==> src/rtl/mult_pkg.sv <==
// ============================================================================
// Module      : mult_pkg
// Description : Shared widths and latency for the mult_16bit multiplier.
//               Latency follows the MULT_16BIT_PIPE_EN build macro.
// Revision    : 1.0 - initial release
// ============================================================================
`default_nettype none

package mult_pkg;

    localparam int MULT_W = 16;
    localparam int PROD_W = 32;

`ifdef MULT_16BIT_PIPE_EN
    localparam int LATENCY = 2;
`else
    localparam int LATENCY = 1;
`endif

endpackage : mult_pkg

`default_nettype wire

==> src/rtl/mult_16bit_if.sv <==
// ============================================================================
// Module      : mult_16bit_if
// Description : Operand/product bundle for mult_16bit; master drives operands,
//               slave (the multiplier) returns the product.
// Revision    : 1.0 - initial release
// ============================================================================
`default_nettype none

interface mult_16bit_if;
    import mult_pkg::*;

    logic              in_valid;
    logic [MULT_W-1:0] a;
    logic [MULT_W-1:0] b;
    logic              out_valid;
    logic [PROD_W-1:0] p;

    modport master (
        output in_valid,
        output a,
        output b,
        input  out_valid,
        input  p
    );

    modport slave (
        input  in_valid,
        input  a,
        input  b,
        output out_valid,
        output p
    );

endinterface : mult_16bit_if

`default_nettype wire

==> src/rtl/mult_add_row.sv <==
// ============================================================================
// Module      : mult_add_row
// Description : One 16-bit ripple-carry reduction row of the array multiplier.
// Revision    : 1.0 - initial release
// ============================================================================
`default_nettype none

module mult_add_row
    import mult_pkg::*;
(
    input  wire logic [MULT_W-1:0] prev_sum,
    input  wire logic [MULT_W-1:0] pp,
    input  wire logic              cin,
    output logic      [MULT_W-1:0] sum,
    output logic                   cout,
    output logic                   lsb
);

    logic [MULT_W:0] carry;

    assign carry[0] = cin;

    for (genvar j = 0; j < MULT_W; j++) begin : g_fa
        assign sum[j]     = prev_sum[j] ^ pp[j] ^ carry[j];
        assign carry[j+1] = (prev_sum[j] & pp[j]) | (carry[j] & (prev_sum[j] ^ pp[j]));
    end

    assign cout = carry[MULT_W];
    assign lsb  = sum[0];

endmodule : mult_add_row

`default_nettype wire

==> src/rtl/mult_16bit.sv <==
// ============================================================================
// Module      : mult_16bit
// Description : Registered 16x16 unsigned array multiplier, 32-bit product.
//               Define MULT_16BIT_PIPE_EN to register the array after row 7.
// Revision    : 1.0 - initial release
// ============================================================================
`default_nettype none

module mult_16bit
    import mult_pkg::*;
(
    input  wire logic   clk,
    input  wire logic   rst_n,
    mult_16bit_if.slave bus
);

    localparam int CUT = 8;

    logic [MULT_W-1:0] row_sum  [0:MULT_W-1];
    logic              row_cout [0:MULT_W-1];
    logic [MULT_W-1:0] row_lsb;

    // Values seen by rows CUT..15: registered in the pipelined build, direct otherwise.
    logic [MULT_W-1:0] stage_sum;
    logic              stage_carry;
    logic [CUT-1:0]    stage_low;
    logic [MULT_W-1:CUT] stage_b_hi;
    logic [MULT_W-1:0] stage_a;
    logic              stage_valid;

    logic [PROD_W-1:0] product;
    logic [PROD_W-1:0] p_q;
    logic              valid_q;

    assign row_sum[0]  = bus.a & {MULT_W{bus.b[0]}};
    assign row_cout[0] = 1'b0;
    assign row_lsb[0]  = row_sum[0][0];

    for (genvar i = 1; i < MULT_W; i++) begin : g_row
        logic [MULT_W-1:0] prev;
        logic [MULT_W-1:0] pp;

        // Previous sum drops its emitted LSB; the carry-out becomes the new MSB.
        if (i == CUT) begin : g_cut
            assign prev = {stage_carry, stage_sum[MULT_W-1:1]};
        end else begin : g_chain
            assign prev = {row_cout[i-1], row_sum[i-1][MULT_W-1:1]};
        end

        if (i >= CUT) begin : g_hi
            assign pp = stage_a & {MULT_W{stage_b_hi[i]}};
        end else begin : g_lo
            assign pp = bus.a & {MULT_W{bus.b[i]}};
        end

        mult_add_row u_row (
            .prev_sum (prev),
            .pp       (pp),
            .cin      (1'b0),
            .sum      (row_sum[i]),
            .cout     (row_cout[i]),
            .lsb      (row_lsb[i])
        );
    end

`ifdef MULT_16BIT_PIPE_EN
    always_ff @(posedge clk) begin
        if (!rst_n) begin
            stage_sum   <= '0;
            stage_carry <= 1'b0;
            stage_low   <= '0;
            stage_b_hi  <= '0;
            stage_a     <= '0;
            stage_valid <= 1'b0;
        end else begin
            stage_sum   <= row_sum[CUT-1];
            stage_carry <= row_cout[CUT-1];
            stage_low   <= row_lsb[CUT-1:0];
            stage_b_hi  <= bus.b[MULT_W-1:CUT];
            stage_a     <= bus.a;
            stage_valid <= bus.in_valid;
        end
    end
`else
    assign stage_sum   = row_sum[CUT-1];
    assign stage_carry = row_cout[CUT-1];
    assign stage_low   = row_lsb[CUT-1:0];
    assign stage_b_hi  = bus.b[MULT_W-1:CUT];
    assign stage_a     = bus.a;
    assign stage_valid = bus.in_valid;
`endif

    assign product = {row_cout[MULT_W-1], row_sum[MULT_W-1][MULT_W-1:1],
                      row_lsb[MULT_W-1:CUT], stage_low};

    always_ff @(posedge clk) begin
        if (!rst_n) begin
            p_q     <= '0;
            valid_q <= 1'b0;
        end else begin
            valid_q <= stage_valid;
            if (stage_valid) begin
                p_q <= product;
            end
        end
    end

    assign bus.p         = p_q;
    assign bus.out_valid = valid_q;

endmodule : mult_16bit

`default_nettype wire

==> src/flat_wrapper.sv <==
// flat-port wrapper written by rule: the top's interface ports become plain ports
module mult_16bit_flat import mult_pkg::*;
  (clk, rst_n, bus_in_valid, bus_a, bus_b, bus_out_valid, bus_p);
  mult_16bit_if bus_i ();
  input  wire logic clk;
  input  wire logic rst_n;
  input wire logic [$bits(bus_i.in_valid)-1:0] bus_in_valid;
  input wire logic [$bits(bus_i.a)-1:0] bus_a;
  input wire logic [$bits(bus_i.b)-1:0] bus_b;
  output wire logic [$bits(bus_i.out_valid)-1:0] bus_out_valid;
  output wire logic [$bits(bus_i.p)-1:0] bus_p;
  assign bus_i.in_valid = bus_in_valid;
  assign bus_i.a = bus_a;
  assign bus_i.b = bus_b;
  assign bus_out_valid = bus_i.out_valid;
  assign bus_p = bus_i.p;
  mult_16bit u_core (.clk(clk), .rst_n(rst_n), .bus(bus_i));
endmodule
==> config.mk <==
export PLATFORM = sky130hd
export DESIGN_NAME = mult_16bit_flat
export DESIGN_NICKNAME = d
export VERILOG_FILES = /design/src/rtl/mult_pkg.sv /design/src/rtl/mult_16bit_if.sv /design/src/rtl/mult_add_row.sv /design/src/rtl/mult_16bit.sv /design/src/flat_wrapper.sv
export SDC_FILE = /design/constraint.sdc
export NUM_CORES = 1
export LEC_CHECK = 0
export ABC_AREA = 1
export BUFFER_PORTS_ARGS = -buffer_cell sky130_fd_sc_hd__buf_4
export CAP_MARGIN = 40
export CORE_ASPECT_RATIO = 1.2
export CORE_UTILIZATION = 30
export CTS_CLUSTER_SIZE = 14
export DETAILED_ROUTE_END_ITERATION = 12
export SETUP_SLACK_MARGIN = 0.05
export SLEW_MARGIN = 10
export SYNTH_ARGS = -nofsm -noshare
export SYNTH_HDL_FRONTEND = slang
export SYNTH_HIERARCHICAL = 1
export SYNTH_SLANG_ARGS = --single-unit
==> constraint.sdc <==
create_clock -name clk -period 29.5 [get_ports clk]
set_clock_uncertainty 0.1 [all_clocks]
set_input_delay 5.9 -clock clk [delete_from_list [all_inputs] [get_ports clk]]
set_output_delay 5.9 -clock clk [all_outputs]
set_load 0.01 [all_outputs]
==> results.md, run 1 <==
- Worst-Margin Slew: 0.614 ns
- DIE AREA: 30000 um^2
- Post-CTS resize count: 0
- Clk sinks: 33
- Vias: 5862
- Largest net degree at the start of global routing: 34
- Dpl cells: 1502
- Vias in the first global route: 6287
- All-Layer GR Usage: 11.9%
- Post-DRT Antenna Nets: 0
- Hold Fails Final Rpt: 0
- CTS max path bufs: 2
- TritonRoute pass-1 iters: 4
- Post-DP HPWL: 14.4 mm
- Worst setup startpoint: bus_b[0]
- Worst-path clk slew: 0.07 ns
- Filler cell count: 3071
- Final Cycle Share: 86.8%
- Dominant delay contributor by cell family on the critical path: adder cells
- Hold WC Path Type: register to register
- CP peak stage delay: 0.54 ns
- Crit Path Category: input port to register
- Antenna violations before repair: 0
- Layout area overhead: 8.93%
- Most frequent cells in the layout: 406 x inv_1, 311 x nand2_1, 240 x fa_1, 67 x buf_4, 33 x dfxtp_1
- Mean Syn Cell Area: 7.94 um^2
- H-tree levels: 2
- Vias per cell: 3.88
- Setup TNS: 0 ns
- Max-cap violation count: 0
- Most common cell after layout, fill and taps aside: inv_1
- TritonCTS Buffers: 5
- R2r setup slk: 28.75 ns
- Layout Utilization: 33.2%
- Clk_lat worst skew: 0.30 ns
- Placement Rows: 68
- Wire length per cell: 10.6 um
- First-pass GRT wire length: 28.4 mm
- Worst Path Required: 29.64 ns
- CP startpoint kind: input port
- Worst Min Path Start: u_core/bus.p[2]
- Tmin final: 25.60 ns
- Num ports: 68
- RSZ-0062 raised after global routing: no
- Grt ovf: 0
- Max FO, Critical Path: 16
- Routability congestion estimate: 0.781
- Post-Synthesis Cells: 1109
- Number of DRC markers in iteration 0: 202
- Status: complete, no violations
- Root buffer cell: clkbuf_16
- Layout cells sized above 1: 7.73%
- Starting Density: 30.5%
- Cell mode on critical path: fa_1
- Port buffer count: 67
- Cts-stage hold buffer count: 0
- Setup violations, final: 0
- Post-Syn Area: 8800 um^2
- Crit. End Element: register
- DRC violations left: 0
- Setup Fix Bufs, Post-CTS: 0
- WL final: 16.1 mm
- Core Region: 28800 um^2
- Worst Path Arrival: 25.74 ns
- Relative slew margins: 59.0%
- Nets: 1399
- Max-slew violation count: 0
- YS warnings: 6
- Worst Path Buf+Inv: 6
- Die Y: 190 um
- RR Startpoint: u_core/bus.p[30]
- Die Width: 158 um
- Layout Cells excl Fill: 1511
- Slowest-stage cell, CP: fa_1
- CTS tree: done
- Max Freq: 0.0391 GHz
## through the flow
stage | cell area [um^2] | setup WS, ns | hold WS, ns
CTS | 9580 | 3.75 | 0.373
global placement | 9440 | 3.80 | 0.362
global route | 9580 | 3.24 | 0.390
finish | 9590 | 3.90 | 0.371
floorplan | 8860 | 4.41 | 0.391
detailed placement | 9440 | 3.44 | 0.364
## tightest hold or removal path, stage by stage, from the launching register on
cell and delay [ns]:
dfxtp_1 0.31, nand3_1 0.07, nand2_1 0.05
## registers in the layout (all words and copies together) (netlist names)
name	cells
u_core/bus.out_valid	1
u_core/bus.p	32
## area by class of cell
type                    count  area, um^2  area share [%]
well taps                 385         482            5.02
diodes                      1        2.50          0.0261
inverters                 408        1540            16.0
flip-flops and latches     33         661            6.89
multi-input cells         609        6260            65.3
clock inverters             3        17.5           0.183
repair buffers             67         503            5.25
clock buffers               5         125            1.31
## final timing paths
path / end / cells after the start
min reg2reg: u_core/bus.p[2] / 2
max: u_core/bus.p[30] / 53
max reg2reg: u_core/bus.p[30] / 2
min: u_core/bus.p[2] / 2
## metal layers
layer	up-vias	global-route usage (%)	routed length, um
li1	2901	-	-
met1	2889	12.9	6270
met2	60	24.2	9160
met3	12	1.57	496
met4	0	2.07	148
met5	-	0	0
Power of run 1 is not shown: default switching activity piles up to over one toggle a cycle in this logic, so the estimate is an artifact.
==> run 2, diff against run 1 <==
--- a/config.mk
+++ b/config.mk
@@ -5,11 +5,11 @@
 export SDC_FILE = /design/constraint.sdc
 export NUM_CORES = 1
 export LEC_CHECK = 0
-export ABC_AREA = 1
 export BUFFER_PORTS_ARGS = -buffer_cell sky130_fd_sc_hd__buf_4
 export CAP_MARGIN = 40
 export CORE_ASPECT_RATIO = 1.2
 export CORE_UTILIZATION = 30
+export CTS_BUF_LIST = sky130_fd_sc_hd__clkbuf_8
 export CTS_CLUSTER_SIZE = 14
 export DETAILED_ROUTE_END_ITERATION = 12
 export SETUP_SLACK_MARGIN = 0.05
==> run 2 against run 1 <==
  * Final cell count shrank 22%
  * Fmax is 0.14% lower
  * Register-to-register slack improved by 0.02 ns
  * Synthesized cell count shrank 29%
  * Via count is 16% lower
==> results.md, run 2 <==
- RSZ-0062 raised after global routing: no
- TritonCTS Buffers: 5
- Core Region: 27300 um^2
- Cts-stage hold buffer count: 0
- Setup violations, final: 0
- Post-DRT Antenna Nets: 0
- Max FO, Critical Path: 16
- Vias per cell: 4.19
- Slowest-stage cell, CP: fa_1
- Layout cells sized above 1: 8.98%
- First-pass GRT wire length: 26.0 mm
- Die Y: 185 um
- DIE AREA: 28500 um^2
- Antenna violations before repair: 0
- Cell mode on critical path: fa_1
- Clk sinks: 33
- H-tree levels: 2
- Post-Synthesis Cells: 784
- Post-CTS resize count: 0
- Root buffer cell: clkbuf_8
- Wire length per cell: 12.7 um
- Final Cycle Share: 86.9%
- Hold WC Path Type: register to register
- Routability congestion estimate: 0.743
- Layout Utilization: 33.9%
- TritonRoute pass-1 iters: 4
- Worst Path Arrival: 25.79 ns
- Max-slew violation count: 0
- Setup Fix Bufs, Post-CTS: 0
- Layout area overhead: 10.4%
- CP startpoint kind: input port
- Hold Fails Final Rpt: 0
- Nets: 1109
- Layout Cells excl Fill: 1175
- Max-cap violation count: 0
- Grt ovf: 0
- Port buffer count: 67
- All-Layer GR Usage: 11.6%
- CP peak stage delay: 0.52 ns
- Worst-path clk slew: 0.08 ns
- Setup TNS: 0 ns
- Num ports: 68
- Mean Syn Cell Area: 10.7 um^2
- Vias: 4920
- Status: complete, no violations
- YS warnings: 6
- Worst-Margin Slew: 0.617 ns
- Dpl cells: 1167
- Post-Syn Area: 8360 um^2
- Crit Path Category: input port to register
- Filler cell count: 2811
- CTS tree: done
- Crit. End Element: register
- Fin area: 9230 um^2
- Most frequent cells in the layout: 256 x and2_1, 240 x fa_1, 150 x inv_1, 67 x buf_4, 33 x dfxtp_1
- Placement Rows: 66
- Post-DP HPWL: 13.4 mm
- Diode count: 0
- Starting Density: 30.7%
- Largest net degree at the start of global routing: 35
- Number of DRC markers in iteration 0: 95
- Clk_lat worst skew: 0.31 ns
- DRC violations left: 0
- CTS max path bufs: 2
- Largest register FFs: 32
- WL final: 14.9 mm
- DP Area: 9140 um^2
- Max Freq: 0.0390 GHz
- Vias in the first global route: 5482
- Most common cell after layout, fill and taps aside: and2_1
- Relative slew margins: 58.9%
- Worst Path Required: 29.66 ns
- Die Width: 154 um
- Tmin final: 25.63 ns
==> run 2: metrics by stage <==
stage / setup WS (ns) / hold WS (ns)
after floorplan: 4.42 / 0.390
final: 3.87 / 0.375
after global placement: 3.65 / 0.368
after CTS: 3.68 / 0.377
after global routing: 3.05 / 0.395
after detailed placement: 3.33 / 0.363
==> run 2: worst paths after layout <==
path                     from                to  slack [ns]  depth (start not counted)
min           u_core/bus.p[0]   u_core/bus.p[0]        0.38                          2
max                  bus_b[0]  u_core/bus.p[30]        3.87                         52
min reg2reg   u_core/bus.p[0]   u_core/bus.p[0]        0.38                          2
max reg2reg  u_core/bus.p[30]  u_core/bus.p[30]       28.77                          2
==> run 2: final cells by class <==
cell class              instances  area, um^2  area share, %
clock buffers                   5        68.8          0.746
clock inverters                 3        17.5          0.190
multi-input cells             577        6990           75.7
repair buffers                 67         503           5.45
inverters                     150         563           6.10
well taps                     340         425           4.61
flip-flops and latches         33         661           7.16
==> run 2: worst max-delay path, delay by kind of cell <==
kind                     cells  cell delay, ns
adder cells (fa/ha/maj)     44           19.07
buffers and inverters        5            0.43
AND/OR/NAND/NOR              2            0.30
multiplexers                 1            0.06
==> run 2: routing by layer <==
layer	wire length [um]	GRT usage, %	vias to the layer above
met3	337	1.68	10
li1	-	-	2284
met5	0	0	-
met1	5520	12.0	2583
met2	8910	24.4	43
met4	163	2.53	0
Power of run 2 is left out for the same reason.
